[config.mk]
export PLATFORM = sky130hd
export DESIGN_NAME = alu_dec
export DESIGN_NICKNAME = d
export VERILOG_FILES = /design/src/rtl/alu_dec_pkg.sv /design/src/rtl/alu_dec_core.sv /design/src/rtl/alu_dec.sv
export SDC_FILE = /design/constraint.sdc
export NUM_CORES = 1
export LEC_CHECK = 0
export ABC_CLOCK_PERIOD_IN_PS = 6240
export BUFFER_PORTS_ARGS = -buffer_cell sky130_fd_sc_hd__buf_2
export CORE_UTILIZATION = 55
export DETAILED_ROUTE_END_ITERATION = 8
export GPL_TIMING_DRIVEN = 0
export PLACE_DENSITY = 0.82
export SYNTH_ARGS = -nofsm -noshare
export SYNTH_HDL_FRONTEND = slang
export SYNTH_HIERARCHICAL = 1
export SYNTH_SLANG_ARGS = --single-unit
[constraint.sdc]
create_clock -name clk -period 6.24 [get_ports clk]
set_clock_uncertainty 0.1 [all_clocks]
set_input_delay 1.248 -clock clk [delete_from_list [all_inputs] [get_ports clk]]
set_output_delay 1.248 -clock clk [all_outputs]
set_load 0.05 [all_outputs]
[src/rtl/alu_dec_pkg.sv]
// alu_dec_pkg: constants shared by the ALU decoder and the ALU.
//   WORD_LEN / ALUCTRL_LEN : instruction width and ALU control width
//   alu_ctrl_e             : ALU operation codes (110 / 111 are unused)
//   OP_* / FN_*            : MIPS opcode and R-type funct values
//   dec_t                  : decoded control fields carried through the FIFO
package alu_dec_pkg;

   localparam int WORD_LEN    = 32;
   localparam int ALUCTRL_LEN = 3;

   typedef enum logic [ALUCTRL_LEN-1:0] {
      ALU_ADD  = 3'b000,
      ALU_SUB  = 3'b001,
      ALU_ADDU = 3'b010,
      ALU_AND  = 3'b011,
      ALU_OR   = 3'b100,
      ALU_SLT  = 3'b101
   } alu_ctrl_e;

   // opcodes
   localparam logic [5:0] OP_RTYPE = 6'h00;
   localparam logic [5:0] OP_BEQ   = 6'h04;
   localparam logic [5:0] OP_ADDI  = 6'h08;
   localparam logic [5:0] OP_ADDIU = 6'h09;
   localparam logic [5:0] OP_SLTI  = 6'h0A;
   localparam logic [5:0] OP_ANDI  = 6'h0C;
   localparam logic [5:0] OP_ORI   = 6'h0D;
   localparam logic [5:0] OP_LW    = 6'h23;
   localparam logic [5:0] OP_SW    = 6'h2B;

   // R-type funct codes
   localparam logic [5:0] FN_ADD  = 6'h20;
   localparam logic [5:0] FN_ADDU = 6'h21;
   localparam logic [5:0] FN_SUB  = 6'h22;
   localparam logic [5:0] FN_AND  = 6'h24;
   localparam logic [5:0] FN_OR   = 6'h25;
   localparam logic [5:0] FN_SLT  = 6'h2A;

   typedef struct packed {
      alu_ctrl_e ctrl;
      logic      alu_src;
      logic      imm_sext;
      logic      reg_write;
      logic      branch;
      logic      illegal;
   } dec_t;

   // Value of the decoded fields out of reset (not an illegal marker).
   localparam dec_t DEC_RST = '{ALU_ADD, 1'b0, 1'b0, 1'b0, 1'b0, 1'b0};

endpackage

[src/rtl/alu_dec_core.sv]
// alu_dec_core: purely combinational MIPS instruction -> ALU control decode.
//   instr_i : fetched instruction word
//   dec_o   : decoded fields (ctrl, alu_src, imm_sext, reg_write, branch, illegal)
module alu_dec_core
   import alu_dec_pkg::*;
#(
   parameter int W = WORD_LEN
) (
   input  logic [W-1:0] instr_i,
   output dec_t         dec_o
);

   logic [5:0] op;
   logic [5:0] fn;
   logic       unused_bits;

   assign op = instr_i[31:26];
   assign fn = instr_i[5:0];
   // Register/immediate fields play no part in control decode.
   assign unused_bits = ^instr_i[25:6];

   always_comb begin
      // Anything not matched below stays flagged illegal with ADD / all zero.
      dec_o         = DEC_RST;
      dec_o.illegal = 1'b1;
      unique case (op)
         OP_RTYPE: begin
            dec_o.illegal   = 1'b0;
            dec_o.reg_write = 1'b1;
            unique case (fn)
               FN_ADD:  dec_o.ctrl = ALU_ADD;
               FN_ADDU: dec_o.ctrl = ALU_ADDU;
               FN_SUB:  dec_o.ctrl = ALU_SUB;
               FN_AND:  dec_o.ctrl = ALU_AND;
               FN_OR:   dec_o.ctrl = ALU_OR;
               FN_SLT:  dec_o.ctrl = ALU_SLT;
               default: begin
                  dec_o.illegal   = 1'b1;
                  dec_o.reg_write = 1'b0;
               end
            endcase
         end
         OP_BEQ: begin
            dec_o.illegal = 1'b0;
            dec_o.ctrl    = ALU_SUB;
            dec_o.branch  = 1'b1;
         end
         OP_ADDI, OP_ADDIU, OP_SLTI, OP_ANDI, OP_ORI, OP_LW, OP_SW: begin
            dec_o.illegal   = 1'b0;
            dec_o.alu_src   = 1'b1;
            dec_o.imm_sext  = 1'b1;
            dec_o.reg_write = 1'b1;
            unique case (op)
               OP_ADDI:  dec_o.ctrl = ALU_ADD;
               OP_SLTI:  dec_o.ctrl = ALU_SLT;
               OP_ANDI: begin
                  dec_o.ctrl     = ALU_AND;
                  dec_o.imm_sext = 1'b0;
               end
               OP_ORI: begin
                  dec_o.ctrl     = ALU_OR;
                  dec_o.imm_sext = 1'b0;
               end
               OP_SW: begin
                  dec_o.ctrl      = ALU_ADDU;
                  dec_o.reg_write = 1'b0;
               end
               default:  dec_o.ctrl = ALU_ADDU;  // addiu, lw
            endcase
         end
         default: ;
      endcase
   end

endmodule

[src/rtl/alu_dec.sv]
// alu_dec: ALU decoder with a 2-entry output skid FIFO.
//   clk, rst_n        : clock, async active-low reset
//   Instr / InValid   : instruction in; InReady (registered) accepts it
//   Flush             : drops buffered entries and any same-cycle input
//   ALUCtrl..Illegal  : decoded fields of the head entry (registered)
//   OutValid/OutReady : output handshake
module alu_dec
   import alu_dec_pkg::*;
#(
   parameter int W     = WORD_LEN,
   parameter int DEPTH = 2
) (
   input  logic                   clk,
   input  logic                   rst_n,
   input  logic [W-1:0]           Instr,
   input  logic                   InValid,
   output logic                   InReady,
   input  logic                   Flush,
   output logic [ALUCTRL_LEN-1:0] ALUCtrl,
   output logic                   ALUSrc,
   output logic                   ImmSext,
   output logic                   RegWrite,
   output logic                   Branch,
   output logic                   Illegal,
   output logic                   OutValid,
   input  logic                   OutReady
);

   localparam logic [1:0] FULL = 2'(DEPTH);

   dec_t       dec;
   dec_t       mem_q [DEPTH];
   dec_t       mem_d [DEPTH];
   dec_t       out_q, out_d;
   logic       wr_ptr_q, wr_ptr_d;
   logic       rd_ptr_q, rd_ptr_d;
   logic [1:0] cnt_q, cnt_d;
   logic       out_vld_q, in_rdy_q;
   logic       push, pop;

   alu_dec_core #(.W(W)) u_core (
      .instr_i (Instr),
      .dec_o   (dec)
   );

   always_comb begin
      push     = InValid & in_rdy_q & ~Flush;
      pop      = out_vld_q & OutReady & ~Flush;
      mem_d    = mem_q;
      if (push) mem_d[wr_ptr_q] = dec;
      wr_ptr_d = wr_ptr_q ^ push;
      rd_ptr_d = rd_ptr_q ^ pop;
      cnt_d    = cnt_q + {1'b0, push} - {1'b0, pop};
      if (Flush) begin
         wr_ptr_d = 1'b0;
         rd_ptr_d = 1'b0;
         cnt_d    = 2'd0;
      end
      // The output register tracks whatever will sit at the head next cycle,
      // including an entry written this cycle into an empty FIFO. When the
      // FIFO goes empty the last presented fields are kept.
      out_d = out_q;
      if (cnt_d != 2'd0) out_d = mem_d[rd_ptr_d];
   end

   always_ff @(posedge clk or negedge rst_n) begin
      if (!rst_n) begin
         for (int i = 0; i < DEPTH; i++) mem_q[i] <= DEC_RST;
         out_q     <= DEC_RST;
         wr_ptr_q  <= 1'b0;
         rd_ptr_q  <= 1'b0;
         cnt_q     <= 2'd0;
         out_vld_q <= 1'b0;
         in_rdy_q  <= 1'b1;
      end else begin
         mem_q     <= mem_d;
         out_q     <= out_d;
         wr_ptr_q  <= wr_ptr_d;
         rd_ptr_q  <= rd_ptr_d;
         cnt_q     <= cnt_d;
         out_vld_q <= (cnt_d != 2'd0);
         in_rdy_q  <= (cnt_d < FULL);
      end
   end

   assign InReady  = in_rdy_q;
   assign OutValid = out_vld_q;
   assign ALUCtrl  = out_q.ctrl;
   assign ALUSrc   = out_q.alu_src;
   assign ImmSext  = out_q.imm_sext;
   assign RegWrite = out_q.reg_write;
   assign Branch   = out_q.branch;
   assign Illegal  = out_q.illegal;

endmodule
[Yosys cells after proc, flatten, opt, wreduce, memory -nomap -nowiden]
Cells that the tools add are included.
W data, S select, Z words.
Cells by class
  reductions and logical operators: 7
  mux-type cells: 21
  equal/unequal tests: 14
  add/subtract/negate cells: 2
  order comparisons: 4
  bitwise logic cells: 9
Operator list (number)
  $eq A6 B6 Y1 const B: 8
  $mux W8: 4
  $eq A6 B4 Y1 const B: 5
  $bwmux W16: 1
  $mux W16: 1
  $pmux W3 S5: 1
  $pmux W3 S4: 1
  $pmux W3 S3: 1
  $demux W8 S1: 1
  $reduce_or A8 Y1: 1
  $mux W1: 7
  $reduce_or A7 Y1: 1
  $eq A6 B3 Y1 const B: 1
  $logic_not A6 Y1: 1
  $reduce_or A6 Y1: 1
  $and A1 B1 Y1: 4
  $ge A2 B2 Y1 const B: 2
  $mux W2: 2
  $not A1 Y2: 2
  $pmux W1 S2: 2
  $add A2 B1 Y2: 1
  $lt A2 B1 Y1 const B: 1
  $lt A2 B2 Y1 const B: 1
  $reduce_bool A2 Y1: 1
  5 further kinds: 6
Storage, ports and cells
  output and inout bits: 10
  word-level logic and storage cells: 80
  input bits: 37
  register bits after elaboration: 30

[Logic depth before layout (Yosys ltp)]
Gate-level depths: netlist of the first run.
  word-level depth: 10
  depth in mapped cells: 10
  gate-level depth less buffers: 9

[Modules after synthesis]
The synthesis of the first run kept the hierarchy.
Modules (own cells, without submodules)
  alu_dec: cells an instance 93, instances 1, sequential area each 752.0 sq um, area an instance 1315.0 sq um
  alu_dec_core: cells an instance 49, instances 1, sequential area each 0.0 sq um, area an instance 322.8 sq um

[Worst setup path after synthesis of the first run]
No wires, ideal clock.
  path kind: input to register
  start: input Flush
  end: register out_q, in the netlist ALUCtrl[2]
  setup time: 125 ps
  stages on the path: 10
  required time: 6015 ps
  buffers on the path: 2
  path slack: 3038 ps
  arrival time: 2977 ps
  cells stage by stage: buf_6 nand3b_1 ha_1 inv_1 ha_1 xor2_1 xnor2_1 a21oi_1 buf_2 mux2_4
On the way
  longest elaborated chain between the ends: 8
  elaborated cells on any way between the ends: 14
RTL lines
  start, declared: line alu_dec.sv:18  | input logic Flush,
  parallel branches: the longest is 8 deep, another holds $add A2 B1 Y2
  end signal, assigned: line alu_dec.sv:77  | out_q <= out_d;
  end, declared: line alu_dec.sv:34  | dec_t out_q, out_d;
Several ways; the timed one is not identified. The select of a mux whose other input is x is not followed.
A chain may end at the register's enable or synchronous reset.

[Worst setup path in the final report of the first run]
Ends and elaborated chain as after synthesis.

==> results of run 1 <==
placed cells by master, fill, tap and decap left out, types with 2 or more instances in the layout:
| cell type | synthesis | routed |
|---|---|---|
| dfrtp_1 | 29 | 29 |
| buf_2 | 5 | 28 |
| mux2i_1 | 15 | 15 |
| mux2_2 | 14 | 14 |
| inv_1 | 11 | 11 |
| nor2_1 | 6 | 6 |
| nand2_1 | 5 | 5 |
| clkbuf_4 | 0 | 5 |
| mux2_4 | 4 | 4 |
| a21oi_1 | 4 | 4 |
| nor2b_1 | 4 | 4 |
| xor2_1 | 3 | 3 |
| nor3_1 | 3 | 3 |
| o22ai_1 | 3 | 3 |
| buf_6 | 2 | 2 |
| nand3b_1 | 2 | 2 |
| xnor2_1 | 2 | 2 |
| ha_1 | 2 | 2 |
| clkinv_2 | 0 | 2 |
| clkbuf_1 | 2 | 2 |
| nor3b_1 | 2 | 2 |
| o21ai_0 | 2 | 2 |
| nand2b_1 | 2 | 2 |
| and3b_1 | 2 | 2 |
cell families (layout without fill, tap and decap cells):
kind of cell | count (synthesis) | after routing | synth area share [%]
DFF | 30 | 30 | 45.9
AOI/OAI and AO/OA | 18 | 18 | 8.17
and+or+nand+nor | 34 | 34 | 13.4
muxes | 33 | 33 | 22.5
adders and majority gates | 2 | 2 | 1.53
xor gates and xnor gates | 5 | 5 | 2.67
buffers and inverters | 20 | 50 | 5.88
metal layers:
layer  vias to the layer above  routed length (um)  global-route usage, %
li1                        559                   -                      -
met1                       576                1300                   25.7
met2                        29                1610                   36.1
met3                         2                 113                   8.06
met4                         0                   9                   6.62
met5                         -                   0                      0
path summary, 6_finish.rpt:
path	from	end	slack [ns]
min in group asynchronous	rst_n	mem_q[2]$_DFF_PN0_	0.85
worst max-delay path	Flush	ALUCtrl[2]$_DFFE_PN0P_	3.23
worst min register to register	mem_q[6]$_DFF_PN0_	mem_q[6]$_DFF_PN0_	0.40
max in group asynchronous	rst_n	Branch$_DFFE_PN0P_	4.76
worst min-delay path	mem_q[6]$_DFF_PN0_	mem_q[6]$_DFF_PN0_	0.40
worst max register to register	InReady$_DFF_PN1_	ALUCtrl[2]$_DFFE_PN0P_	3.77
registers in the layout (all words and copies together), names as in the netlist:
signal,flops
InReady,1
OutValid,1
Illegal,1
ALUCtrl,3
RegWrite,1
Branch,1
rd_ptr_q,1
ImmSext,1
mem_q,16
wr_ptr_q,1
cnt_q,2
ALUSrc,1
power groups by stage:
stage / clock, W / sequential, W / combinational [W]
floorplan: 0 / 0.000305 / 0.0000818
global placement: 0 / 0.000245 / 0.000179
detailed placement: 0 / 0.000249 / 0.000185
CTS: 0.000105 / 0.000245 / 0.000185
global route: 0.000114 / 0.000249 / 0.000198
finish: 0.000102 / 0.000245 / 0.000184
final cells by class:
type                            instances  area share (%)
Multi-Input combinational cell         92            42.9
Tap cell                               31            2.11
Clock buffer                            5            2.04
Sequential cell                        30            40.9
Timing Repair Buffer                   23            6.26
Buffer                                  9            2.99
Clock inverter                          2           0.544
Inverter                               11            2.24
per-stage QoR:
step                      setup slack (ns)  hold WS (ns)  power, W  utilization (%)  area [um^2]
after floorplan                       3.04         0.367  0.000386                -         1640
after global placement                2.93         0.376  0.000424             64.4         1790
after detailed placement              2.89         0.379  0.000434             64.4         1790
after CTS                             3.23         0.402  0.000535             66.1         1840
after global routing                  3.06         0.417  0.000561             66.1         1840
final                                 3.23         0.403  0.000531             66.1         1840
==> results.toml, run 1 <==
[run_status]
status = "completed"

[setup_path]
end_kind = "flop"
startpoint_type = "primary input"
path_max_fanout = 9
critical_path.top_delay_family = "adder cells"
critical_path.most_common_cell = "ha_1"
crit_arrival_ns = 3.11
path_cells = "buf_6 -> nand3b_1 -> ha_1 -> inv_1 -> ha_1 -> xor2_1 -> xnor2_1 -> a21oi_1 -> buf_2 -> mux2_4"
path_depth = 10
crit_slowest_cell = "mux2_4"
reg2reg_depth = 9
worst-path-buf-inv = 3
critPathKind = "in2reg"
required_ns = 6.34
max_stage_delay_ns = 0.33

[finish]
nFillCells = 221
regArea_um2 = 752
layout.nets = 211
antenna_cells = 0
final_cells = 203
drive_gt1_share_pct = 35.5
syn_to_final_growth_pct = 12.3
multi_input_area_um2 = 790

[clock_tree]
numCtsBuffers = 5
cts_resized = 0
cts_max_level = 2
clkSlewWorstSetupHoldPaths_ns = 0.10
clock_path_buffers = 2
postCtsSetupBuffers = 0
cts_sinks = 30
holdBufCountCts = 0
clk_latency_ns = 0.32
cts_root_buffer = "clkbuf_4"
cts_tree = "done"

[logic_synthesis]
yosysWarnings = 6
syn_nets = 181
avgSynthCellArea_um2 = 11.5
synth.most_common_cell = "dfrtp_1"
yosysUniqueCellTypes = 40
yosys_most_used_dff = "dfrtp_1"
ys_ff_latch = 30
synth_edf_count = 0
seq_area_frac_synth_pct = 45.9
synth_top_area_share_pct = 44.3
synthArstFlopShare_pct = 100
synth_area_leaders = "dfrtp_1 44%, mux2_2 9.6%, mux2i_1 9.2%"
syn_inst = 142
ys_top_cells_by_count = "29 x dfrtp_1, 15 x mux2i_1, 14 x mux2_2"
yosys.area.top_type = "dfrtp_1"
syn_area_um2 = 1640

[drt]
wirelength_um = 3030
drt-vias-per-instance = 5.74
detail_route.first_pass.iterations = 4
vias = 1166
antenna_left = 0
drt-initial-drc-count = 44
drc = 0
wl_per_cell_um = 14.9

[placed_design]
hpwl_um = 2240
gp_congestion = 0.807
port_buffers = 23
dp.cells = 196

[timing]
hold_violations = 0
fin_crit_ns = 3.01
relSlewSlack_pct = 56.7
slew_viol_final = 0
worstMarginPinSlew_ns = 0.649
fin_crit_sh_pct = 48.2
rsz0062_at_grt = "no"
setup_viol = 0
fmax_mhz = 333
tns_ns = 0

[pwr]
leakage_nw = 0.894
peakVddDrop_uv = 261
p_switching_w = 0.000200
pwr-share-seq_pct = 46.1
intPower_w = 0.000331
comb_power_share_pct = 34.7
sw_frac_of_total_pct = 37.6
power_density_nw_per_um2 = 289
pwr-share-clk_pct = 19.2

[worst_hold_path]
hold_path.class = "reg2reg"
hold_depth = 1

[global_routing]
grt_antenna_before_repair = 0
track_usage_pct = 21.6
grt_overflow = 0
grt_max_degree = 31
grt_pass1_wl_um = 5230
first_global_vias = 1191

[floorplan]
start_util_pct = 58.9
rows = 19
die_h_um = 56.6
fp.dieW_um = 56.6
core_um2 = 2780
pin_count = 47
die_area_um2 = 3200

[flow_run]
maxCapViolCount = 0
No activity file was read; power rests on OpenSTA's default activity.
==> run 2, diff against run 1 <==
- ABC_CLOCK_PERIOD_IN_PS: 6240 -> 2550
- CORE_UTILIZATION: 55 -> 46
- PLACE_DENSITY: 0.82 -> 0.73
- clock period: 6.24 -> 2.55 ns (I/O delays scaled with it)
==> results.toml, run 2 (synthesized netlist as in run 1, its figures left out) <==
[pwr]
leakage_nw = 0.910
peakVddDrop_uv = 484
power_density_nw_per_um2 = 759

[setup_path]
startpoint_type = "flop"
crit_arrival_ns = 2.50
critPathKind = "reg2reg"
critical_path.top_delay_family = "flip-flops"
end_kind = "flop"
crit_end = "ALUCtrl[2]$_DFFE_PN0P_"
r2r_slack_ns = 0.15
path_cells = "nand3b_1 -> ha_1 -> inv_1 -> ha_1 -> xor2_1 -> xnor2_1 -> a21oi_2 -> buf_6 -> mux2_4"
r2r_start = "InReady$_DFF_PN1_"
max_stage_delay_ns = 0.58
path_max_fanout = 9
path_depth = 9
worst-path-buf-inv = 2
critPathLaunch = "InReady$_DFF_PN1_"
crit_slowest_cell = "dfstp_2"
reg2reg_depth = 9
required_ns = 2.65
critical_path.most_common_cell = "ha_1"
r2r-end = "ALUCtrl[2]$_DFFE_PN0P_"

[clock_tree]
cts_max_level = 2
cts_sinks = 30
cts_tree = "done"
holdBufCountCts = 0
clock_path_buffers = 2
postCtsSetupBuffers = 0
numCtsBuffers = 5
cts_root_buffer = "clkbuf_4"
clkSlewWorstSetupHoldPaths_ns = 0.10
clk_latency_ns = 0.31

[flow_run]
maxCapViolCount = 0

[global_routing]
grt_max_degree = 31
track_usage_pct = 18.2
grt_antenna_before_repair = 0
met1_usage_pct = 23.5
first_global_vias = 1126
busiest_layer = "met2"
grtUsageMet2_pct = 30.7
grt_overflow = 0
globalRouteMet3Util_pct = 4.41
grt_pass1_wl_um = 5000

[floorplan]
fp.dieW_um = 61.7
rows = 21
pin_count = 47
die_h_um = 61.7
start_util_pct = 48.7
die_area_um2 = 3800
core_um2 = 3360

[finish]
nFillCells = 320
top_register = "mem_q"
layout_common_cells = "29 x dfrtp_1, 27 x buf_2, 15 x mux2i_1"
drive_gt1_share_pct = 35.8
antenna_cells = 0
layout.nets = 211
layout_commonest_cell = "dfrtp_1"
multi_input_area_um2 = 793
syn_to_final_growth_pct = 16.3
regArea_um2 = 752
fin_area_um2 = 1910
largest_reg_flops = 16

[drt]
drt-initial-drc-count = 21
wirelength_um = 3170
drt-vias-per-instance = 5.29
antenna_left = 0
wl_per_cell_um = 14.5
drc = 0
detail_route.first_pass.iterations = 4
vias = 1159

[placed_design]
pre_cts_slack_ns = -0.128
gp_congestion = 0.797
port_buffers = 23
hpwl_um = 2320
placed_cell_area_um2 = 1810

[timing]
fin_crit_ns = 2.40
fin_crit_sh_pct = 94.3
rsz0062_at_grt = "no"
fmax_mhz = 416
tns_ns = 0
slew_viol_final = 0
hold_violations = 0
worstMarginPinSlew_ns = 0.670
setup_ws_ns = 0.145
setup_viol = 0
relSlewSlack_pct = 55.4

[worst_hold_path]
hold_path.class = "in2async"

[run_status]
status = "completed"
## run 2: cell count changes in the layout (fill, tap and decap cells not counted)
| cell | delta |
|---|---|
| a21oi_1 | -1 |
| a21oi_2 | +1 |
| buf_2 | -1 |
| buf_6 | +1 |
| bufinv_16 | +1 |
| clkbuf_1 | +1 |
| clkbuf_8 | +1 |
| clkinv_2 | -2 |
## run 2: through the flow
step | hold slack [ns] | util (%) | instances | total power, W
after CTS | 0.124 | 56.4 | 219 | 0.00146
after detailed placement | 0.385 | 53.8 | 211 | 0.00106
after floorplan | 0.114 | - | 142 | 0.000945
after global routing | 0.161 | 56.7 | 219 | 0.00152
after global placement | 0.377 | 53.8 | 211 | 0.00104
final | 0.116 | 56.7 | 219 | 0.00145
## run 2: area by class of cell
type	instances	share of cell area [%]
plain buffers	9	3.22
clock buffers	7	2.89
clock inverters	1	1.58
inverters	11	2.17
multi-input cells	92	41.6
flip-flops and latches	30	39.5
well taps	46	3.02
repair buffers	23	6.04
## run 2: worst min path at each step
| stage | slack, ns | from | end | cells past startpoint |
|---|---|---|---|---|
| finish | 0.12 | rst_n | mem_q[4]$_DFF_PN0_ | 1 |
| detailed placement | 0.38 | mem_q[9]$_DFF_PN0_ | mem_q[9]$_DFF_PN0_ | 1 |
| CTS | 0.12 | rst_n | mem_q[4]$_DFF_PN0_ | 1 |
| global route | 0.16 | rst_n | RegWrite$_DFFE_PN0P_ | 1 |
| floorplan | 0.11 | rst_n | ALUCtrl[0]$_DFFE_PN0P_ | 0 |
| global placement | 0.38 | mem_q[5]$_DFF_PN0_ | mem_q[5]$_DFF_PN0_ | 1 |
## run 2: routing by layer
| layer | share of wire [%] | vias to the layer above | wire (um) |
|---|---|---|---|
| li1 | - | 557 | - |
| met1 | 45 | 586 | 1440 |
| met2 | 52 | 16 | 1650 |
| met3 | 2.8 | 0 | 88 |
| met4 | 0 | 0 | 0 |
| met5 | 0 | - | 0 |
## run 2: power by group
part           switching [W]  internal (W)  leakage (nW)
registers          0.0000384      0.000558         0.396
clock network       0.000156      0.000234        0.0455
logic               0.000301      0.000159         0.468
## run 2: timing repair
item,CTS,global route
endpoints found under the setup margin,1,1
pin swaps,0,1
endpoints found under the hold margin,0,0
resized for setup,1,2
## run 2: worst register-to-register path: cells and delay by family (launching register included)
| family | cells | cell delay, ns |
|---|---|---|
| AO/OA/AOI/OAI | 1 | 0.15 |
| flip-flops | 1 | 0.58 |
| adder cells (fa/ha/maj) | 2 | 0.50 |
| multiplexers | 1 | 0.31 |
| buffers and inverters | 2 | 0.23 |
| XOR/XNOR | 2 | 0.30 |
| AND/OR/NAND/NOR | 1 | 0.14 |
==> run 3, diff against run 2 <==
- SYNTH_HIERARCHICAL: 1 -> unset
==> results.toml, run 3 <==
[run_status]
status = "completed"

[drt]
wl_per_cell_um = 14.7
drc = 0
drt-initial-drc-count = 83
vias = 1451
detail_route.first_pass.iterations = 4
antenna_left = 0
wirelength_um = 3770
drt-vias-per-instance = 5.65

[setup_path]
required_ns = 2.67
end_kind = "flop"
path_cells = "nand3b_1 -> ha_1 -> inv_1 -> ha_2 -> xnor2_2 -> nor3_1 -> a21oi_1 -> inv_1 -> nor2_4 -> buf_4 -> nor4_1 -> a221o_1"
max_stage_delay_ns = 0.56
crit_arrival_ns = 2.63
critPathKind = "reg2reg"
crit_slowest_cell = "dfstp_2"
startpoint_type = "flop"
critical_path.top_delay_family = "flip-flops"
worst-path-buf-inv = 3
path_max_fanout = 4
critical_path.most_common_cell = "inv_1"

[logic_synthesis]
synthArstFlopShare_pct = 100
synth_edf_count = 0
syn_area_um2 = 1630
seq_area_frac_synth_pct = 46.1
ys_top_cells_by_count = "29 x dfrtp_1, 23 x nor2_1, 17 x nand2_1"
syn_inst = 173
synth_area_leaders = "dfrtp_1 44%, nor2_1 5.3%, nand2_1 3.9%"
synth_top_area_share_pct = 44.4
ys_ff_latch = 30
yosysWarnings = 0
yosys_most_used_dff = "dfrtp_1"
avgSynthCellArea_um2 = 9.44
syn_nets = 212
yosys.area.top_type = "dfrtp_1"
yosysUniqueCellTypes = 46
synth.most_common_cell = "dfrtp_1"

[global_routing]
grt_overflow = 0
grt_pass1_wl_um = 5940
track_usage_pct = 22.0
grtUsageMet2_pct = 37.2
busiest_layer = "met2"
globalRouteMet3Util_pct = 5.04
met1_usage_pct = 27.5
grt_max_degree = 31
grt_antenna_before_repair = 0
first_global_vias = 1344

[pwr]
sw_frac_of_total_pct = 41.5
peakVddDrop_uv = 473
power_density_nw_per_um2 = 803
pwr-share-seq_pct = 40.9
pwr-share-clk_pct = 16.9
leakage_nw = 0.878
power_w = 0.00157
intPower_w = 0.000920
comb_power_share_pct = 42.3
p_switching_w = 0.000652

[timing]
tns_ns = 0
setup_viol = 0
fmax_mhz = 397
fin_crit_sh_pct = 98.7
relSlewSlack_pct = 53.7
fin_crit_ns = 2.52
slew_viol_final = 0
fin_hold_ws_ns = 0.0952
rsz0062_at_grt = "yes"
setup_ws_ns = 0.0333
worstMarginPinSlew_ns = 0.676
hold_violations = 0

[placed_design]
pre_cts_slack_ns = -0.309
port_buffers = 24
hpwl_um = 2700
gp_congestion = 0.818

[finish]
syn_to_final_growth_pct = 20.0
largest_reg_flops = 16
top_register = "mem_q"
layout_commonest_cell = "dfrtp_1"
layout_common_cells = "29 x dfrtp_1, 26 x buf_2, 21 x nor2_1"
layout.nets = 249
antenna_cells = 0
drive_gt1_share_pct = 28.0

[clock_tree]
clock_path_buffers = 2
holdBufCountCts = 0
cts_tree = "done"
numCtsBuffers = 5
cts_max_level = 2
clk_latency_ns = 0.33
clkSlewWorstSetupHoldPaths_ns = 0.10
cts_sinks = 30
cts_root_buffer = "clkbuf_4"

[floorplan]
die_area_um2 = 3790
pin_count = 47
core_um2 = 3360
rows = 21
start_util_pct = 48.5
fp.dieW_um = 61.6
die_h_um = 61.6

[flow_run]
maxCapViolCount = 0

[worst_hold_path]
hold_path.class = "in2async"
-- run 3: changes by cell type in the layout (fill, tap and decap cells not counted), moves of 5 or more --
cell and change:
nor2_1 +15, mux2i_1 -9, mux2_2 -10, inv_1 -6, clkbuf_1 +6, nand2_1 +12
buf_4 +5, o21ai_0 +8
-- run 3: power by group through the flow --
| stage | sequential [W] | clock (W) | combinational (W) |
|---|---|---|---|
| 2_1_floorplan | 0.000842 | 0 | 0.000240 |
| 3_3_place_gp | 0.000642 | 0 | 0.000570 |
| 3_5_place_dp | 0.000650 | 0 | 0.000585 |
| 4_1_cts | 0.000641 | 0.000267 | 0.000594 |
| 5_1_grt | 0.000656 | 0.000285 | 0.000721 |
| 6_report | 0.000643 | 0.000265 | 0.000665 |
-- run 3: cell type report --
type | instances | area, um^2
fillers | 334 | 1400
plain buffers | 10 | 55.1
multi-input cells | 126 | 848
well taps | 46 | 57.6
repair buffers | 30 | 169
inverters | 7 | 28.8
flip-flops and latches | 30 | 752
clock buffers | 8 | 48.8
-- run 3: worst register-to-register path, cell delays in order (launching register included) --
cell      delay [ns]
dfstp_2         0.56
nand3b_1        0.10
ha_1            0.29
inv_1           0.04
ha_2            0.17
xnor2_2         0.17
nor3_1          0.06
a21oi_1         0.17
inv_1           0.11
nor2_4          0.19
buf_4           0.14
nor4_1          0.04
a221o_1         0.27
-- run 3: final timing paths --
check	to	cells after the start	from	slack, ns
max reg2reg	RegWrite$_DFFE_PN0P_	12	InReady$_DFF_PN1_	0.03
min in group clk	ALUSrc$_DFFE_PN0P_	2	ALUSrc$_DFFE_PN0P_	0.38
min reg2reg	ALUSrc$_DFFE_PN0P_	2	ALUSrc$_DFFE_PN0P_	0.38
max in group asynchronous	mem_q[1]$_DFF_PN0_	1	rst_n	1.82
max	RegWrite$_DFFE_PN0P_	12	InReady$_DFF_PN1_	0.03
min	ALUCtrl[0]$_DFFE_PN0P_	1	rst_n	0.1
-- run 3: layer usage --
layer,part of all wire (%),vias to the layer above
met5,0,-
met4,1.4,0
met1,45,705
li1,-,700
met2,51,38
met3,2.9,8
-- run 3: cells by family after synthesis --
kind of cell | count (synthesis) | share of synthesized area [%]
adders and majority gates | 2 | 1.53
muxes | 10 | 6.44
DFF | 30 | 46.1
buffers and inverters | 17 | 4.52
AOI/OAI and AO/OA | 37 | 15.3
and+or+nand+nor | 74 | 24.6
xor gates and xnor gates | 3 | 1.61
-- run 3: repair_timing --
item / in CTS / in global routing
setup endpoints to repair: 2 / 4
setup buffers: 0 / 6
resized for setup: 2 / 9
pin swaps: 0 / 6
-- run 3: per-stage QoR --
| stage | utilization (%) | cells | cell area, um^2 |
|---|---|---|---|
| detailed placement | 54.2 | 243 | 1820 |
| global route | 58.3 | 257 | 1960 |
| CTS | 55.9 | 251 | 1880 |
| finish | 58.3 | 257 | 1960 |
| floorplan | - | 173 | 1650 |
| global placement | 54.2 | 243 | 1820 |
